File: src/rtl/keypad_emulator_if.sv
// Request channel between a key-press source (master) and keypad_emulator (slave).
interface keypad_emulator_if;
  logic       req_valid;
  logic [3:0] req_key;
  logic       req_ready;

  modport master (output req_valid, output req_key, input req_ready);
  modport slave  (input req_valid, input req_key, output req_ready);
endinterface

File: src/rtl/keypad_emulator.sv
// 4x3 matrix-keypad key-side model: presses requested keys against a row-scanning controller.
// Optional contact bounce around each press is enabled by defining KEYPAD_EMU_BOUNCE_EN.
module keypad_emulator #(
  parameter int HOLD_SCANS    = 8,
  parameter int GAP_CYCLES    = 16,
  parameter int BOUNCE_CYCLES = 4
) (
  input  logic               clk,
  input  logic               rst_n,
  keypad_emulator_if.slave   req,
  input  logic [3:0]         key_row,
  output logic [2:0]         key_col,
  output logic               busy,
  output logic               done,
  output logic               err
);

  localparam logic [7:0]  HOLD_LAST = (HOLD_SCANS < 1) ? 8'd0 : 8'(HOLD_SCANS - 1);
  localparam logic [15:0] GAP_LAST  = 16'(GAP_CYCLES - 1);

  typedef enum logic [2:0] {
    ST_IDLE    = 3'd0,
    ST_PRESS   = 3'd1,
    ST_GAP     = 3'd2
`ifdef KEYPAD_EMU_BOUNCE_EN
    ,
    ST_BNC_IN  = 3'd3,
    ST_BNC_OUT = 3'd4
`endif
  } state_t;

  state_t      state_q, state_d;
  logic [3:0]  tgt_row_q, tgt_row_d;
  logic [2:0]  tgt_col_q, tgt_col_d;
  logic [7:0]  hold_cnt_q, hold_cnt_d;
  logic [15:0] gap_cnt_q, gap_cnt_d;
  logic        done_q, done_d;
  logic        err_q, err_d;

  logic        accept;
  logic        code_ok;
  logic        row_hit;
  logic [3:0]  map_row;
  logic [2:0]  map_col;

`ifdef KEYPAD_EMU_BOUNCE_EN
  localparam logic [7:0] BNC_LAST = 8'(BOUNCE_CYCLES - 1);

  logic [7:0] bnc_cnt_q, bnc_cnt_d;
  logic [7:0] lfsr_q, lfsr_d;

  // Fibonacci x^8+x^6+x^5+x^4+1, free-running so bounce patterns differ press to press.
  always_comb begin
    lfsr_d = {lfsr_q[6:0], lfsr_q[7] ^ lfsr_q[5] ^ lfsr_q[4] ^ lfsr_q[3]};
  end
`else
  logic [7:0] unused_bounce_cycles;
  assign unused_bounce_cycles = 8'(BOUNCE_CYCLES);
`endif

  assign req.req_ready = (state_q == ST_IDLE);
  assign busy          = (state_q != ST_IDLE);
  assign done          = done_q;
  assign err           = err_q;
  assign accept        = req.req_valid && req.req_ready;
  assign code_ok       = (req.req_key <= 4'd11);
  // A malformed (non-one-hot) row drive never matches a key, as on a real matrix.
  assign row_hit       = $onehot(key_row) && (key_row == tgt_row_q);

  always_comb begin
    map_row = 4'b0000;
    map_col = 3'b000;
    case (req.req_key)
      4'd1, 4'd2, 4'd3:   map_row = 4'b1000;
      4'd4, 4'd5, 4'd6:   map_row = 4'b0100;
      4'd7, 4'd8, 4'd9:   map_row = 4'b0010;
      4'd10, 4'd0, 4'd11: map_row = 4'b0001;
      default:            map_row = 4'b0000;
    endcase
    case (req.req_key)
      4'd1, 4'd4, 4'd7, 4'd10: map_col = 3'b100;
      4'd2, 4'd5, 4'd8, 4'd0:  map_col = 3'b010;
      4'd3, 4'd6, 4'd9, 4'd11: map_col = 3'b001;
      default:                 map_col = 3'b000;
    endcase
  end

  always_comb begin
    key_col = 3'b000;
    if (state_q == ST_PRESS && row_hit) key_col = tgt_col_q;
`ifdef KEYPAD_EMU_BOUNCE_EN
    if ((state_q == ST_BNC_IN || state_q == ST_BNC_OUT) && row_hit)
      key_col = tgt_col_q & {3{lfsr_q[0]}};
`endif
  end

  always_comb begin
    state_d    = state_q;
    tgt_row_d  = tgt_row_q;
    tgt_col_d  = tgt_col_q;
    hold_cnt_d = hold_cnt_q;
    gap_cnt_d  = gap_cnt_q;
    done_d     = 1'b0;
    err_d      = 1'b0;
`ifdef KEYPAD_EMU_BOUNCE_EN
    bnc_cnt_d  = bnc_cnt_q;
`endif
    case (state_q)
      ST_IDLE: begin
        if (accept) begin
          if (code_ok) begin
            tgt_row_d  = map_row;
            tgt_col_d  = map_col;
            hold_cnt_d = 8'd0;
`ifdef KEYPAD_EMU_BOUNCE_EN
            bnc_cnt_d  = 8'd0;
            state_d    = ST_BNC_IN;
`else
            state_d    = ST_PRESS;
`endif
          end else begin
            err_d = 1'b1;
          end
        end
      end
      ST_PRESS: begin
        // Only scans that actually see the key count toward the hold.
        if (row_hit) begin
          hold_cnt_d = hold_cnt_q + 8'd1;
          if (hold_cnt_q == HOLD_LAST) begin
`ifdef KEYPAD_EMU_BOUNCE_EN
            bnc_cnt_d = 8'd0;
            state_d   = ST_BNC_OUT;
`else
            gap_cnt_d = 16'd0;
            state_d   = ST_GAP;
`endif
          end
        end
      end
      ST_GAP: begin
        if (gap_cnt_q == GAP_LAST) begin
          done_d  = 1'b1;
          state_d = ST_IDLE;
        end else begin
          gap_cnt_d = gap_cnt_q + 16'd1;
        end
      end
`ifdef KEYPAD_EMU_BOUNCE_EN
      ST_BNC_IN: begin
        if (bnc_cnt_q == BNC_LAST) begin
          hold_cnt_d = 8'd0;
          state_d    = ST_PRESS;
        end else begin
          bnc_cnt_d = bnc_cnt_q + 8'd1;
        end
      end
      ST_BNC_OUT: begin
        if (bnc_cnt_q == BNC_LAST) begin
          gap_cnt_d = 16'd0;
          state_d   = ST_GAP;
        end else begin
          bnc_cnt_d = bnc_cnt_q + 8'd1;
        end
      end
`endif
      default: state_d = ST_IDLE;
    endcase
  end

  always_ff @(posedge clk or negedge rst_n) begin
    if (!rst_n) begin
      state_q    <= ST_IDLE;
      tgt_row_q  <= 4'b0000;
      tgt_col_q  <= 3'b000;
      hold_cnt_q <= 8'd0;
      gap_cnt_q  <= 16'd0;
      done_q     <= 1'b0;
      err_q      <= 1'b0;
`ifdef KEYPAD_EMU_BOUNCE_EN
      bnc_cnt_q  <= 8'd0;
      lfsr_q     <= 8'hA5;
`endif
    end else begin
      state_q    <= state_d;
      tgt_row_q  <= tgt_row_d;
      tgt_col_q  <= tgt_col_d;
      hold_cnt_q <= hold_cnt_d;
      gap_cnt_q  <= gap_cnt_d;
      done_q     <= done_d;
      err_q      <= err_d;
`ifdef KEYPAD_EMU_BOUNCE_EN
      bnc_cnt_q  <= bnc_cnt_d;
      lfsr_q     <= lfsr_d;
`endif
    end
  end

endmodule

File: src/flat_wrapper.sv
// flat-port wrapper written by rule: the top's interface ports become plain ports
module keypad_emulator_flat 
#(
  parameter int HOLD_SCANS    = 8,
  parameter int GAP_CYCLES    = 16,
  parameter int BOUNCE_CYCLES = 4
)
  (clk, rst_n, key_row, key_col, busy, done, err, req_req_valid, req_req_key, req_req_ready);
  keypad_emulator_if req_i ();
  input  logic clk;
  input  logic rst_n;
  input  logic [3:0] key_row;
  output logic [2:0] key_col;
  output logic busy;
  output logic done;
  output logic err;
  input wire logic [$bits(req_i.req_valid)-1:0] req_req_valid;
  input wire logic [$bits(req_i.req_key)-1:0] req_req_key;
  output wire logic [$bits(req_i.req_ready)-1:0] req_req_ready;
  assign req_i.req_valid = req_req_valid;
  assign req_i.req_key = req_req_key;
  assign req_req_ready = req_i.req_ready;
  keypad_emulator #(.HOLD_SCANS(HOLD_SCANS), .GAP_CYCLES(GAP_CYCLES), .BOUNCE_CYCLES(BOUNCE_CYCLES)) u_core (.clk(clk), .rst_n(rst_n), .req(req_i), .key_row(key_row), .key_col(key_col), .busy(busy), .done(done), .err(err));
endmodule
File: config.mk
export PLATFORM = sky130hd
export DESIGN_NAME = keypad_emulator_flat
export DESIGN_NICKNAME = d
export VERILOG_FILES = /design/src/rtl/keypad_emulator_if.sv /design/src/rtl/keypad_emulator.sv /design/src/flat_wrapper.sv
export SDC_FILE = /design/constraint.sdc
export NUM_CORES = 1
export LEC_CHECK = 0
export CAP_MARGIN = 10
export CORE_UTILIZATION = 39
export DETAILED_ROUTE_END_ITERATION = 8
export MAX_ROUTING_LAYER = met4
export PLACE_DENSITY = 0.63
export SKIP_LAST_GASP = 1
export SYNTH_ARGS = -nofsm -noshare
export SYNTH_HDL_FRONTEND = slang
export SYNTH_SLANG_ARGS = --single-unit
File: constraint.sdc
create_clock -name clk -period 3.1 [get_ports clk]
set_input_delay 0.465 -clock clk [delete_from_list [all_inputs] [get_ports clk]]
set_output_delay 0.465 -clock clk [all_outputs]
set_load 0.02 [all_outputs]
==> key figures <==
Setup path
  • Kind of critical path: in -> out
  • Worst R2R Path Depth: 5
  • CP required: 2630 ps
  • Critical path arrival: 2480 ps
  • Critical-path cell list: buf_6, ha_4, ha_4, fa_1, or3b_1, nor4_4, and3_4, and2_4, buf_6
  • Crit-path max FO: 4
  • CP max stage delay: 440 ps
  • Slowest CP cell: fa_1
  • Worst reg2reg startpoint: u_core.gap_cnt_q[12]
  • Critical R2R Capture: u_core.gap_cnt_q[7]
  • Register-to-register setup slack: 940 ps
  • Crit end category: output port
  • Startpoint Class: primary input

Pwr
  • Lkg Pwr: 1.09 nW
  • Max IR drop VDD: 0.193 mV
  • Flop pwr share: 0.524
  • Clock Power Share: 0.368
  • Final Power: 0.915 mW
  • Comb pwr share: 0.108
  • Switching part of the total: 0.244
  • Int Power: 0.692 mW
  • PD cells: 365 nW/µm²
  • Psw: 0.223 mW

Yosys
  • EDFF count, synth: 0
  • Mapped Area: 2020 µm²
  • Cell taking the most area after synthesis: dfrtp_1
  • Syn_nets: 236
  • Asr flop ratio synth: 1.00
  • Ys flop type: dfrtp_1
  • Synth area leaders: dfrtp_1, ha_1, nand2_1
  • Avg Cell Area, Syn: 9.40 µm²
  • Yosys top cell area share: 0.433
  • Netlist cell types: 45
  • Yosys warning count: 0
  • Yosys reg bits: 35
  • Seq/Total Area, Yosys: 0.433
  • Post-Syn Instances: 215

STA
  • # setup viols final: 0
  • Slew @ Worst Pin: 663 ps
  • Final Skew: 7.82 ps
  • Unrepaired setup endpoints after global routing: false
  • Hold Vio Cnt, Final: 0
  • Minimum clock period: 2950 ps
  • Period utilization: 0.951
  • Max Slew Vio Count: 0
  • Fmax achieved: 339 MHz
  • Rel. slew slack: 0.557
  • Final TNS setup: 0 ps

Clock tree
  • Clk sinks: 35
  • CTS tree: built
  • Root Buffer: clkbuf_8
  • Worst-Skew Late Latency: 290 ps
  • CTS clk-pin slew, worst paths: 60 ps
  • Post-CTS Hold Buffers: 0
  • CTS Buffer Depth: 2
  • H-tree depth: 2
  • TritonCTS Buffers: 5

Detailed routing
  • First DRT Iteration DRCs: 81
  • Antenna Nets Post-Route: 0
  • Remaining DRCs: 0
  • DR WL/cell: 14.1 µm
  • Via Count: 1,748
  • First-pass iteration count of the detailed router: 4
  • Final wirelength: 4430 µm
  • Vias per inst: 5.55

Layout
  • N_diodes: 0
  • Syn-to-layout area delta: 24.1%
  • Share of cells above drive strength 1: 0.177
  • Post-layout nets: 269
  • Finished Layout Cells: 315
  • Final instance area: 2510 µm²
  • # fillers: 446
  • Core Util, Final: 0.518

Global route
  • Grt ovf: 0
  • Initial antenna violation count: 0
  • GRT Util Overall: 0.194
  • Vias in the first global route: 1,712
  • Pin count of the biggest net entering global routing: 36
  • Global-route wire length before repair: 7740 µm

Placement
  • HPWL Detailed: 3140 µm
  • PortBufs: 17
  • Placed cell area: 2350 µm²
  • GP Congestion: 0.826
  • DP Cell Count: 307

Hold path
  • Hold Startpoint: u_core.tgt_col_q[0]
  • Worst min path class: reg -> reg
  • Hold endpoint: u_core.tgt_col_q[0]
  • Worst hold path cell count: 2

Job
  • Max cap viols: 0

Status
  • Outcome: finished clean

Die
  • Core box area: 4850 µm²
  • Top Ports: 18
  • Die H: 74.0 µm
  • Die X: 74.0 µm
  • Die Footprint: 5480 µm²
  • Starting Density: 0.417
  • Num rows: 25
-- per-stage QoR --
stage / hold slack [ps] / worst slack, ps
after floorplan: 169 / 148
after global placement: 457 / -749
after detailed placement: 463 / -807
after CTS: 488 / 1.19
after global routing: 511 / 58.0
final: 486 / 152
-- worst max-delay path by stage --
stage / start / end / slack [ps] / depth (start not counted)
after floorplan: key_row[0] / key_col[0] / 150 / 7
after global placement: key_row[0] / key_col[1] / -750 / 9
after detailed placement: key_row[0] / key_col[2] / -810 / 9
after CTS: key_row[1] / key_col[0] / 1 / 9
after global routing: key_row[1] / key_col[0] / 60 / 9
final: key_row[1] / key_col[1] / 150 / 9
-- layout by cell type, fill, tap and decap left out, drive strengths merged, types with 4 or more instances in the layout --
cell,n
dfrtp,35
nand2,23
buf,22
o21ai,16
nor2,13
nand3,11
a21oi,11
clkdlybuf4s50,10
a31oi,9
and3,9
ha,9
nor4,8
nand4,6
clkbuf,6
inv,6
and2,5
a221o,4
nor2b,4
nor3,4
-- power groups by stage --
stage,registers [mW],logic [mW],clock network [mW]
2_1_floorplan,0.486,0.0445,0
3_3_place_gp,0.487,0.0855,0
3_5_place_dp,0.488,0.0894,0
4_1_cts,0.479,0.0990,0.348
5_1_grt,0.480,0.115,0.369
6_report,0.480,0.0986,0.337
-- layer usage --
metal	vias to the layer above	track usage	wire length, µm
met5	-	-	0
met3	7	0.0501	105
met4	0	0.0748	81
met2	34	0.329	2230
met1	838	0.219	2010
li1	869	-	-
-- cells by family (layout without fill, tap and decap cells) --
logic type | Yosys count | after routing | share of synthesized area
mux | 3 | 3 | 0.0155
simple gates | 93 | 93 | 0.248
buf+inv | 12 | 45 | 0.0278
compound gates | 58 | 58 | 0.193
flops | 35 | 35 | 0.433
xor+xnor | 4 | 4 | 0.0173
fa+ha+maj | 10 | 10 | 0.0656
-- cell usage after synthesis (2+ instances only) --
cell and count:
a211o_1 2, a21oi_1 11, a221o_1 4, a31oi_1 9
and2_1 5, and3_1 9, clkbuf_1 4, dfrtp_1 35
ha_1 9, inv_1 5, mux2i_1 2, nand2_1 23
nand2b_1 3, nand3_1 11, nand4_1 6, nor2_1 13
nor2b_1 3, nor3_1 3, nor4_1 7, o21a_1 3
o21ai_0 16, o311a_1 2, o31a_1 2, o31ai_1 3
o41ai_1 2, or4_1 2, xor2_1 3
-- cell type report --
cell class | count | area (µm²) | area share
inverter | 6 | 22.5 | 0.00897
tap | 67 | 83.8 | 0.0334
multi-input combinational | 168 | 1150 | 0.458
timing repair buffer | 32 | 292 | 0.116
clock inverter | 1 | 5.00 | 0.00199
clock buffer | 6 | 82.6 | 0.0329
sequential | 35 | 876 | 0.349
-- flip-flops by register name (all words and copies together) (netlist names) --
| signal | flops |
|---|---|
| u_core.gap_cnt_q | 16 |
| u_core.hold_cnt_q | 8 |
| u_core.tgt_row_q | 4 |
| u_core.tgt_col_q | 3 |
| u_core.state_q | 2 |
| u_core.done | 1 |
| u_core.err | 1 |
-- critical path: cells and delay by family --
| family | cells | cell delay (ps) |
|---|---|---|
| buffers and inverters | 2 | 200 |
| and+or+nand+nor | 4 | 980 |
| adders and majority gates | 3 | 830 |
-- timing repair --
action | 4_1_cts | 5_1_grt
endpoints found under the setup margin | 9 | 3
gates resized for setup | 49 | 1
pin swaps | 10 | 2
buffers inserted | 1 | 0
cloned | 0 | 0
hold endpoints to repair | 0 | 0
(Power assumes the default switching activity.)
